### src/rtl/spi_pkg.sv
// spi_pkg: shared types and constants for the SPI mode-0 slave responder.
//   spi_slv_state_e : frame-level FSM state (IDLE / ACTIVE)
//   SPI_DATA_W      : default word width
//   SPI_FILL        : word sent on underrun when echo is disabled
package spi_pkg;

  typedef enum logic {IDLE, ACTIVE} spi_slv_state_e;

  localparam int SPI_DATA_W = 8;
  localparam logic [SPI_DATA_W-1:0] SPI_FILL = '0;

endpackage

### src/rtl/spi_sync_edge.sv
// spi_sync_edge: STAGES-flop synchronizer followed by a registered
// rise/fall detector. Each pulse is one clk wide and appears STAGES+1
// clk edges after the input changes at the pin.
// Ports:
//   clk, reset : system clock, async active-high reset
//   din        : asynchronous input
//   rise, fall : one-cycle edge pulses of the synchronized input
module spi_sync_edge #(
  parameter int STAGES = 2
) (
  input  logic clk,
  input  logic reset,
  input  logic din,
  output logic rise,
  output logic fall
);

  logic [STAGES-1:0] sync_q;
  logic              prev;

  always_ff @(posedge clk or posedge reset) begin
    if (reset) begin
      sync_q <= '0;
      prev   <= 1'b0;
      rise   <= 1'b0;
      fall   <= 1'b0;
    end else begin
      sync_q <= {sync_q[STAGES-2:0], din};
      prev   <= sync_q[STAGES-1];
      rise   <= sync_q[STAGES-1] & ~prev;
      fall   <= ~sync_q[STAGES-1] & prev;
    end
  end

endmodule

### src/rtl/spi_slave_responder.sv
// spi_slave_responder: SPI mode-0 slave transceiver, oversampled by clk.
// Receives MOSI words MSB first and returns response words on MISO in the
// same frame. Responses come from a one-entry holding register.
// Optional build macro: SPI_SLAVE_ECHO_EN -- when defined, an underrun
// sends the last completed rx_data instead of all zeros.
// Ports:
//   clk, reset          : system clock (>= 8x sclk), async active-high reset
//   sclk, mosi, start   : master-side inputs (start high for whole frame)
//   miso                : slave data out, 0 while idle
//   tx_data/valid/ready : holding register write handshake
//   rx_data, rx_valid   : last received word and its one-cycle strobe
//   tx_underrun         : strobe when a word loads from an empty holding reg
//   busy                : frame active
//
//   state  | meaning
//   IDLE   | no frame; miso held low, waiting for start rise
//   ACTIVE | frame in progress; shifting on sclk edges
module spi_slave_responder
  import spi_pkg::*;
#(
  parameter int DATA_W      = SPI_DATA_W,
  parameter int SYNC_STAGES = 2
) (
  input  logic              clk,
  input  logic              reset,
  input  logic              sclk,
  input  logic              mosi,
  input  logic              start,
  output logic              miso,
  input  logic [DATA_W-1:0] tx_data,
  input  logic              tx_valid,
  output logic              tx_ready,
  output logic [DATA_W-1:0] rx_data,
  output logic              rx_valid,
  output logic              tx_underrun,
  output logic              busy
);

  localparam int CNT_W = (DATA_W > 1) ? $clog2(DATA_W) : 1;

  logic sclk_rise, sclk_fall, start_rise, start_fall;
  logic [SYNC_STAGES-1:0] mosi_q;
  logic mosi_s;

  spi_slv_state_e    state;
  logic [DATA_W-1:0] tx_shift, rx_shift, hold;
  logic              hold_full;
  logic [CNT_W-1:0]  bit_cnt;
  logic [DATA_W-1:0] fill_value, load_word;

  spi_sync_edge #(.STAGES(SYNC_STAGES)) u_sclk_edge (
    .clk(clk), .reset(reset), .din(sclk), .rise(sclk_rise), .fall(sclk_fall)
  );

  spi_sync_edge #(.STAGES(SYNC_STAGES)) u_start_edge (
    .clk(clk), .reset(reset), .din(start), .rise(start_rise), .fall(start_fall)
  );

  // mosi only needs to be stable around the sclk rise pulse, so a plain
  // synchronizer is enough.
  always_ff @(posedge clk or posedge reset) begin
    if (reset) mosi_q <= '0;
    else       mosi_q <= {mosi_q[SYNC_STAGES-2:0], mosi};
  end
  assign mosi_s = mosi_q[SYNC_STAGES-1];

`ifdef SPI_SLAVE_ECHO_EN
  assign fill_value = rx_data;
`else
  assign fill_value = DATA_W'(SPI_FILL);
`endif

  assign load_word = hold_full ? hold : fill_value;
  assign tx_ready  = ~hold_full;

  always_ff @(posedge clk or posedge reset) begin
    if (reset) begin
      state       <= IDLE;
      tx_shift    <= '0;
      rx_shift    <= '0;
      bit_cnt     <= '0;
      rx_data     <= '0;
      rx_valid    <= 1'b0;
      tx_underrun <= 1'b0;
      miso        <= 1'b0;
      busy        <= 1'b0;
      hold        <= '0;
      hold_full   <= 1'b0;
    end else begin
      rx_valid    <= 1'b0;
      tx_underrun <= 1'b0;

      case (state)
        IDLE: begin
          miso <= 1'b0;
          if (start_rise) begin
            state     <= ACTIVE;
            busy      <= 1'b1;
            bit_cnt   <= '0;
            rx_shift  <= '0;
            tx_shift  <= load_word;
            miso      <= load_word[DATA_W-1];
            hold_full <= 1'b0;
            if (!hold_full) tx_underrun <= 1'b1;
          end
        end

        ACTIVE: begin
          if (start_fall) begin
            // Partial word is dropped; nothing reaches rx_data.
            state   <= IDLE;
            busy    <= 1'b0;
            bit_cnt <= '0;
            miso    <= 1'b0;
          end else if (sclk_rise) begin
            rx_shift <= {rx_shift[DATA_W-2:0], mosi_s};
            if (bit_cnt == CNT_W'(DATA_W-1)) begin
              rx_data  <= {rx_shift[DATA_W-2:0], mosi_s};
              rx_valid <= 1'b1;
              bit_cnt  <= '0;
            end else begin
              bit_cnt <= bit_cnt + CNT_W'(1);
            end
          end else if (sclk_fall) begin
            // bit_cnt == 0 on a fall means the previous word just completed.
            if (bit_cnt == '0) begin
              tx_shift  <= load_word;
              miso      <= load_word[DATA_W-1];
              hold_full <= 1'b0;
              if (!hold_full) tx_underrun <= 1'b1;
            end else begin
              tx_shift <= {tx_shift[DATA_W-2:0], 1'b0};
              miso     <= tx_shift[DATA_W-2];
            end
          end
        end

        default: state <= IDLE;
      endcase

      // A write lands after any load in the same cycle, so it refills the
      // holding register rather than joining the word just loaded.
      if (tx_valid && !hold_full) begin
        hold      <= tx_data;
        hold_full <= 1'b1;
      end
    end
  end

endmodule

### config.mk
export PLATFORM = sky130hd
export DESIGN_NAME = spi_slave_responder
export DESIGN_NICKNAME = d
export VERILOG_FILES = /design/src/rtl/spi_pkg.sv /design/src/rtl/spi_sync_edge.sv /design/src/rtl/spi_slave_responder.sv
export SDC_FILE = /design/constraint.sdc
export NUM_CORES = 1
export LEC_CHECK = 0
export ABC_AREA = 1
export ABC_CLOCK_PERIOD_IN_PS = 1670
export CAP_MARGIN = 25
export CORE_MARGIN = 2
export CORE_UTILIZATION = 45
export DETAILED_ROUTE_END_ITERATION = 10
export GPL_TIMING_DRIVEN = 1
export PLACE_DENSITY = 0.8
export RECOVER_POWER = 100
export SLEW_MARGIN = 15
export SYNTH_ARGS = -nofsm -noshare
export SYNTH_HDL_FRONTEND = slang
export SYNTH_SLANG_ARGS = --single-unit
export TNS_END_PERCENT = 100
### constraint.sdc
create_clock -name clk -period 1.67 [get_ports clk]
set_input_delay 0.501 -clock clk [delete_from_list [all_inputs] [get_ports clk]]
set_output_delay 0.501 -clock clk [all_outputs]
set_load 0.01 [all_outputs]
# Yosys cells after proc, flatten, opt, wreduce, memory -nomap -nowiden
# Cells that the tools add are included.
totals:
  wordCells: 103
  inputBits: 14
  register_bits: 51
op_classes:
  n_mux: 46
  bitwise: 11
  add_sub_neg: 1
  n_reduce_logical: 10
  eq_ne: 15
ops:
  columns: ["op", "count"]
  rows:
  - ["7-bit two-way mux", 8]
  - ["7-bit one-hot mux with 2 select lines", 2]
  - ["1-bit two-way mux", 25]
  - ["3-bit two-way mux", 4]
  - ["3-bit by 1-bit != test with 1-bit output (second input constant)", 4]
  - ["1-bit one-hot mux with 2 select lines", 5]
  - ["8-bit two-way mux", 1]
  - ["2-bit by 1-bit != test with 1-bit output (second input constant)", 4]
  - ["4-bit AND reduction", 2]
  - ["1-bit NOT", 7]
  - ["3-bit by 2-bit != test with 1-bit output (second input constant)", 2]
  - ["3-bit != test (second input constant)", 2]
  - ["3-bit one-hot mux with 2 select lines", 1]
  - ["2-bit AND reduction", 3]
  - ["5-bit AND reduction", 1]
  - ["1-bit bitwise AND", 4]
  - ["2-bit != test (second input constant)", 2]
  - ["3-bit by 1-bit adder with 3-bit output (second input constant)", 1]
  - ["3-bit == test (second input constant)", 1]
  - ["3-bit logical NOT", 1]
  - ["3-bit AND reduction", 1]
  - ["1-bit logical AND", 1]
  - ["1-bit logical NOT", 1]

# Depth between registers and ports, before layout
# Gate-level depths: netlist of run 1.
logic_depth:
  ltp_word: 7
  mapped_depth: 8
  mapped_depth_nobuf: 8

# By module
# Synthesis of run 1 repeated with hierarchy kept, for this count alone.
hier_totals:
  cells_unflattened: 205
  area_unflattened_um2: 2130.8
modules_own_cells:
  columns: ["module", "n_inst", "cells_per_inst", "area_per_inst_um2"]
  rows:
  - ["spi_slave_responder", 1, 185, 1843.0]
  - ["spi_sync_edge", 2, 10, 143.9]

# Worst setup path before layout of run 1
# Ideal clock, no wire load.
synth_path:
  kind: "flip-flop to flip-flop"
  from: "register bit_cnt[0]"
  to: "register tx_shift[0]"
  path_slack_ps: 418
  arrival_time_ps: 1126
  stages_incl_launch_ff: 9
  period_less_slack_ps: 1252
  required_time_ps: 1544
  cell_sequence: "dfrtp_1 inv_1 ha_1 nand2_1 nand2_1 inv_1 nor2_1 nand2_1 o21ai_0"
synth_via:
  elab_chain_len: 6
synth_lines:
  columns: ["element", "line", "rtl"]
  rows:
  - ["start, declared", "spi_slave_responder.sv:48", "logic [CNT_W-1:0] bit_cnt;"]
  - ["start signal, assigned", "spi_slave_responder.sv:122", "bit_cnt <= bit_cnt + CNT_W'(1);"]
  - ["3-bit logical NOT", "spi_slave_responder.sv:126", "if (bit_cnt == '0) begin"]
  - ["7-bit two-way mux", "spi_slave_responder.sv:126", null]
  - ["7-bit two-way mux", "spi_slave_responder.sv:124", "end else if (sclk_fall) begin"]
  - ["7-bit two-way mux", "spi_slave_responder.sv:115", "end else if (sclk_rise) begin"]
  - ["7-bit two-way mux", "spi_slave_responder.sv:109", "if (start_fall) begin"]
  - ["7-bit one-hot mux with 2 select lines", "spi_slave_responder.sv:93", "case (state)"]
  - ["end signal, assigned", "spi_slave_responder.sv:101", "tx_shift <= load_word;"]
  - ["end signal, assigned", "spi_slave_responder.sv:127", "tx_shift <= load_word;"]
  - ["end signal, assigned", "spi_slave_responder.sv:132", "tx_shift <= {tx_shift[DATA_W-2:0], 1'b0};"]
  - ["end, declared", "spi_slave_responder.sv:46", "logic [DATA_W-1:0] tx_shift, rx_shift, hold;"]
# Every way passes these cells. The select of a mux whose other input is x is not followed.
# A chain may end at the register's enable or synchronous reset.

# Final worst setup path of run 1
layout_path:
  from: "input tx_valid"
  to: "register hold[6]"
layout_via:
  elab_chain_len: 1
layout_lines:
  columns: ["element", "line", "rtl"]
  rows:
  - ["start, declared", "spi_slave_responder.sv:31", "input logic tx_valid,"]
  - ["1-bit logical AND", "spi_slave_responder.sv:143", "if (tx_valid && !hold_full) begin"]
  - ["end signal, assigned", "spi_slave_responder.sv:144", "hold <= tx_data;"]
  - ["end, declared", "spi_slave_responder.sv:46", null]
# Every way passes these cells.

==> run metrics, run 1 <==
final core utilization=between 50% and 60%; CP Cell Sequence=clkdlybuf4s50_1 > nand2_1 > clkbuf_1 > mux2_2; die width=72.0 µm; Die ar.=5180 µm²; Iter 0 DRT Violations=108; Slew @ Worst Pin=0.651 ns; row cnt=24; post-synthesis register bit count=51; Critical Path RT=about 1.9 ns; CP Capture Type=flip-flop; largest net degree at the start of global routing=28; final period demand of the worst path=1.53 ns; dpl cells=281; Worst Path Buf+Inv=2; area growth from synthesis to layout=19.1%; GR Util All Layers=15.3%; status=complete, no violations; Routed Antenna Nets=0; Cell Count, Final, Fillers Out=about 290; Post-Place Setup Slack=0.0594 ns; Startpoint Class=input port; # IOs=27; Slew HR=56.6%; clk buf depth=2; vias=between 1000 and 1500; CP top delay family=buffers and inverters; postcts setup bufs=0; DP Area=2450 µm²; DR WL/cell=11.7 µm; drt first pass iters=6; Cell variety after synth=19; CTS Root Buffer Type=clkbuf_8; CTS Buf Count=5; nets=253; Design Area, Final=2480 µm²; Worst VDD drop=0.000799 V; Tot Pwr=3.31 mW; register area share after synthesis=between 60% and 70%; Worst Setup Path Type=in2reg; Post-route DRC=0; via/cell ratio=5.00; Min Hold Slack=~0.36 ns; PwrDens=roughly 1300 nW/µm²; Tcrit/Tclk final=91.4%; Die Height=72.0 µm; Syn. warnings=0; core area=4410 µm²; endpoints failing setup=0; RSZ-0062 raised after global routing=false; proportion of layout cells with a drive suffix above 1=11.0%; CP Data Arrival Time=about 1.7 ns; IO Port Bufs=26; cts hold-fix bufs=0; area of the multi-input gates=637 µm²; final worst setup slack=0.144 ns; post-detail-place hpwl=2330 µm; initial core utilization=between 40% and 50%; WL final=3380 µm; Storage cell area=1280 µm²; Synthesized Nets=218; CTS tree=done; Hold Path Class=reg2reg; grt ovf=0; Pins Over Slew Limit=0; ant diodes=0; H-tree depth=2; FILL cells=382; leakage=around 1.3 nW; setup TNS=0 ns; Clock Latency Late Sink=0.31 ns; Hold Vio Cnt, Final=0; Worst Skew=~0.0092 ns; vias in the first global route=1320; crit-path max FO=9; total of max-cap violations=0; CP peak stage delay=0.41 ns; initial antenna violation count=0; max frequency=0.655 GHz; cell count after synthesis=approximately 200; Avg Cell Area, Syn=~10 µm²; clock sinks=51; Slowest cell on crit path=clkdlybuf4s50_1; first-pass GRT wire length=6040 µm; gpl congestion=roughly 0.79; Post-Syn Area=2080 µm²; Reg clk slew, reported paths=0.09 ns
[metal layers]
layer / track usage [%] / part of all wire [%] / up-vias / wire length (µm)
met2: 22.8 / 47 / 34 / 1580
met1: 20.9 / 47 / 697 / 1580
met3: 4.03 / 4.2 / 6 / 143
met4: 7.13 / 2.1 / 0 / 70
met5: 0 / 0 / - / 0
li1: - / - / 709 / -
[cells by family after synthesis]
logic type | Yosys count | share of synthesized area, %
and+or+nand+nor | 85 | 19.1
DFF | 51 | 61.4
muxes | 8 | 4.33
buffers and inverters | 32 | 6.14
adders and majority gates | 3 | 1.81
AOI/OAI and AO/OA | 22 | 7.22
[Yosys cell counts]
library cell	number	area, µm²
clkbuf_1	1	3.75
nand3_4	1	17.5
inv_1	29	109
nand2_1	51	191
nand3_1	17	85.1
mux2_2	8	90.1
nand2_2	1	6.26
nor2_1	10	37.5
nor2_8	1	20.0
nand2_4	3	33.8
o21ai_2	8	70.1
o22ai_1	8	50.1
buf_6	1	11.3
a21oi_1	3	15.0
inv_2	1	3.75
dfrtp_1	51	1280
o21ai_0	3	15.0
nor3_1	1	5.00
ha_1	3	37.5
[power by group]
group          switching [mW]  total (mW)  internal [mW]
clock                   0.416       0.868          0.451
combinational           0.450       0.805          0.355
sequential              0.150        1.64           1.49
total                    1.02        3.31           2.29
[flip-flops by register name, indices dropped and copies added, names as in the netlist]
name / count
u_start_edge.sync_q: 2
u_start_edge.fall: 1
u_sclk_edge.prev: 1
bit_cnt: 3
tx_shift: 7
hold_full: 1
rx_shift: 7
hold: 8
u_start_edge.rise: 1
rx_data: 8
mosi_q: 2
busy: 1
u_sclk_edge.sync_q: 2
u_sclk_edge.rise: 1
u_sclk_edge.fall: 1
tx_underrun: 1
miso: 1
rx_valid: 1
u_start_edge.prev: 1
state: 1
[timing repair]
item / in CTS / in global routing
endpoints found under the hold margin: 0 / 0
endpoints found under the setup margin: 12 / 1
gates resized for setup: 12 / 1
[cells in the final DEF (no fill, tap or decap), types with 3 or more instances in the layout]
| master | netlist | layout |
|---|---|---|
| clkdlybuf4s50_1 | 0 | 9 |
| dlygate4sd3_1 | 0 | 4 |
| mux2_2 | 8 | 8 |
| nand2_4 | 3 | 3 |
| inv_1 | 29 | 29 |
| dlygate4sd2_1 | 0 | 12 |
| nand2_1 | 51 | 52 |
| dfrtp_1 | 51 | 51 |
| o21ai_0 | 3 | 10 |
| clkbuf_8 | 0 | 5 |
| nor2_1 | 10 | 10 |
| a21oi_1 | 3 | 3 |
| nand3_1 | 17 | 17 |
| o22ai_1 | 8 | 8 |
| ha_1 | 3 | 3 |
[worst paths after layout]
| check | to | cells past startpoint | slack [ns] | start |
|---|---|---|---|---|
| max | hold[6] | 4 | 0.14 | tx_valid |
| min | u_start_edge.sync_q[1] | 0 | 0.36 | u_start_edge.sync_q[0] |
| max reg2reg | tx_shift[6] | 8 | 0.18 | bit_cnt[0] |
| min reg2reg | u_start_edge.sync_q[1] | 0 | 0.36 | u_start_edge.sync_q[0] |
| max in group asynchronous | tx_shift[3] | 3 | 0.38 | reset |
| min in group asynchronous | rx_data[1] | 3 | 0.83 | reset |
[layout make-up]
cell class / instances / area share, %
clock buffers: 5 / 2.78
clock inverters: 3 / 1.87
inverters: 30 / 4.70
multi-input cells: 118 / 25.7
flip-flops and latches: 51 / 51.5
well taps: 52 / 2.63
repair buffers: 30 / 10.8
Note: power is estimated with default switching activity, not from simulation.
==> run 2: changes to the inputs <==
--- a/config.mk
+++ b/config.mk
@@ -14,7 +14,7 @@
 export GPL_TIMING_DRIVEN = 1
 export PLACE_DENSITY = 0.8
 export RECOVER_POWER = 100
-export SLEW_MARGIN = 15
+export SLEW_MARGIN = 20
 export SYNTH_ARGS = -nofsm -noshare
 export SYNTH_HDL_FRONTEND = slang
 export SYNTH_SLANG_ARGS = --single-unit
==> results of run 2 <==
The final DEF is identical to that of run 1; final timing and power are the same.
==> run 3: changes to the inputs <==
--- a/config.mk
+++ b/config.mk
@@ -8,9 +8,10 @@
 export ABC_AREA = 1
 export ABC_CLOCK_PERIOD_IN_PS = 1670
 export CAP_MARGIN = 25
-export CORE_MARGIN = 2
+export CORE_MARGIN = 4
 export CORE_UTILIZATION = 45
 export DETAILED_ROUTE_END_ITERATION = 10
+export GPL_ROUTABILITY_DRIVEN = 0
 export GPL_TIMING_DRIVEN = 1
 export PLACE_DENSITY = 0.8
 export RECOVER_POWER = 100
==> run 3 against run 2 <==
Effect of this change: worst hold slack lost 0.0028 ns; clock power shrank 6.1%; via count shrank 3.9%; cell area grew 0.15%; register-to-register slack is essentially flat; first-iteration DRC count shrank 56%; non-clock buffer count grew 1; sequential cell count is the same; sequential share of layout area shrank 0.078 points; final cell count is the same; sequential power is essentially flat.
==> run metrics, run 3 (synthesized netlist as in run 1, its figures left out) <==
CTS Buf Count=5 (unchanged); grt ovf=0 (unchanged); most common cell after layout, fill and taps aside=nand2_1; Worst Path Buf+Inv=2 (unchanged); clk buf depth=2 (unchanged); total of max-cap violations=0 (unchanged); Worst Setup Path Type=in2reg; CP Capture Type=flip-flop; Reg clk slew, reported paths=0.08 ns (about the same); Startpoint Class=input port; Worst VDD drop=0.000810 V (+1.3%); Clk pwr share=25.1% (-1.1 points); internal power=2.28 mW (-0.54%); core area=4410 µm² (unchanged); RSZ-0062 raised after global routing=false; postcts setup bufs=0 (unchanged); largest net degree at the start of global routing=19 (-32%); DR WL/cell=11.5 µm (-1.7%); Routed Antenna Nets=0 (unchanged); PwrDens=1310 nW/µm² (-2.1%); vias=1390 (-3.9%); Die ar.=5770 µm² (+11%); WL final=3330 µm (-1.7%); vias in the first global route=1362 (+3.2%); most frequent cells in the layout=52 x nand2_1, 51 x dfrtp_1, 29 x inv_1, 17 x nand3_1, 11 x dlygate4sd2_1; largest registers=hold (8), rx_data (8); Pins Over Slew Limit=0 (unchanged); Clock Latency Late Sink=0.29 ns (-0.02 ns); CP top delay family=buffers and inverters; area growth from synthesis to layout=19.3%; max frequency=0.647 GHz (-1.3%); setup TNS=0 ns (unchanged); Tcrit/Tclk final=92.6% (+1.2 points); leakage=1.28 nW (about the same); post-detail-place hpwl=2460 µm (+5.7%); Slew HR=70.9% (+14 points); endpoints failing setup=0 (unchanged); crit-path max FO=9 (unchanged); CP Data Arrival Time=1.73 ns (about the same); CP Cell Sequence=clkdlybuf4s50_1 > nand2_1 > clkbuf_1 > mux2_2; drt first pass iters=4 (-2); final core utilization=56.2% (+0.085 points); Iter 0 DRT Violations=47 (-56%); sw power=0.965 mW (-5.0%); first-pass GRT wire length=6130 µm (+1.5%); Post-route DRC=0 (unchanged); switching share of total power=29.7% (-0.98 points); Comb power frac=24.7% (+0.4 points); initial core utilization=47.1% (unchanged); CP peak stage delay=0.40 ns (about the same); share of power burned in registers=50.2% (+0.7 points); status=complete, no violations; nets=254 (+0.40%); initial antenna violation count=0 (unchanged); via/cell ratio=4.81 (-3.9%); GR Util All Layers=12.9% (-2.4 points); final period demand of the worst path=1.55 ns (+0.0206 ns); H-tree depth=2 (unchanged); IO Port Bufs=26 (unchanged); Hold Path Class=reg2reg; die width=76.0 µm (+5.6%); Critical Path RT=1.85 ns (about the same); CTS Root Buffer Type=clkbuf_8; RR Startpoint=state; Slowest cell on crit path=clkdlybuf4s50_1; Worst Skew=0.00529 ns (-0.00396 ns); cts hold-fix bufs=0 (unchanged); Hold Vio Cnt, Final=0 (unchanged); ant diodes=0 (unchanged); Slew @ Worst Pin=0.436 ns (-0.215 ns); proportion of layout cells with a drive suffix above 1=11.0% (unchanged); # IOs=27 (unchanged); hold path startpoint=mosi_q[0]; CTS tree=done; row cnt=24 (unchanged); clock sinks=51 (unchanged); crit path from=tx_valid; Die Height=76.0 µm (+5.6%)
[run 3: power groups by stage]
stage | Combinational, mW | Sequential (mW) | Clock (mW)
detailed placement | 0.872 | 1.65 | 0
floorplan | 0.592 | 1.62 | 0
global placement | 0.841 | 1.65 | 0
finish | 0.803 | 1.63 | 0.815
CTS | 0.857 | 1.63 | 0.838
global route | 0.923 | 1.66 | 0.899
[run 3: metrics by stage]
stage	hold slack (ns)	std cells	area [µm²]	total power [mW]	setup slack, ns
floorplan	0.331	201	2080	2.21	0.418
global placement	0.334	282	2470	2.49	0.0888
detailed placement	0.336	282	2470	2.52	0.0492
CTS	0.356	289	2560	3.33	0.00657
global route	0.360	289	2480	3.49	0.00939
finish	0.353	289	2480	3.25	0.124
[run 3: layout make-up]
cell class                 instances  area (µm²)
timing repair buffer              31         273
inverter                          30         114
clock buffer                       5        68.8
sequential                        51        1280
fill                             394        1930
multi-input combinational        118         646
tap                               52        65.1
clock inverter                     2        37.5
[run 3: worst register-to-register path: cells and delay by family (launching register included)]
family / cells / cell delay, ns
and+or+nand+nor: 2 / 0.58
DFF: 1 / 0.47
buffers and inverters: 1 / 0.21
AOI/OAI and AO/OA: 1 / 0.12
[run 3: worst paths after layout]
| kind | to | slack (ns) | cells past startpoint |
|---|---|---|---|
| min in group asynchronous | u_start_edge.prev | 0.59 | 2 |
| hold / removal | mosi_q[1] | 0.35 | 0 |
| setup / recovery | hold[4] | 0.12 | 4 |
| hold reg to reg | mosi_q[1] | 0.35 | 0 |
| max in group asynchronous | rx_shift[0] | 0.41 | 3 |
| setup reg to reg | rx_shift[5] | 0.17 | 4 |
[run 3: what timing repair did]
action / CTS / global route
gates resized for setup: 11 / 2
pin swaps: 0 / 0
gates cloned: 0 / 0
setup endpoints to repair: 11 / 2
[run 3: per-layer routing]
layer	up-vias	wire, µm	global-route usage [%]
li1	707	-	-
met1	653	1480	16.1
met2	24	1660	20.7
met3	6	130	4.03
met4	0	57	5.16
met5	-	0	0
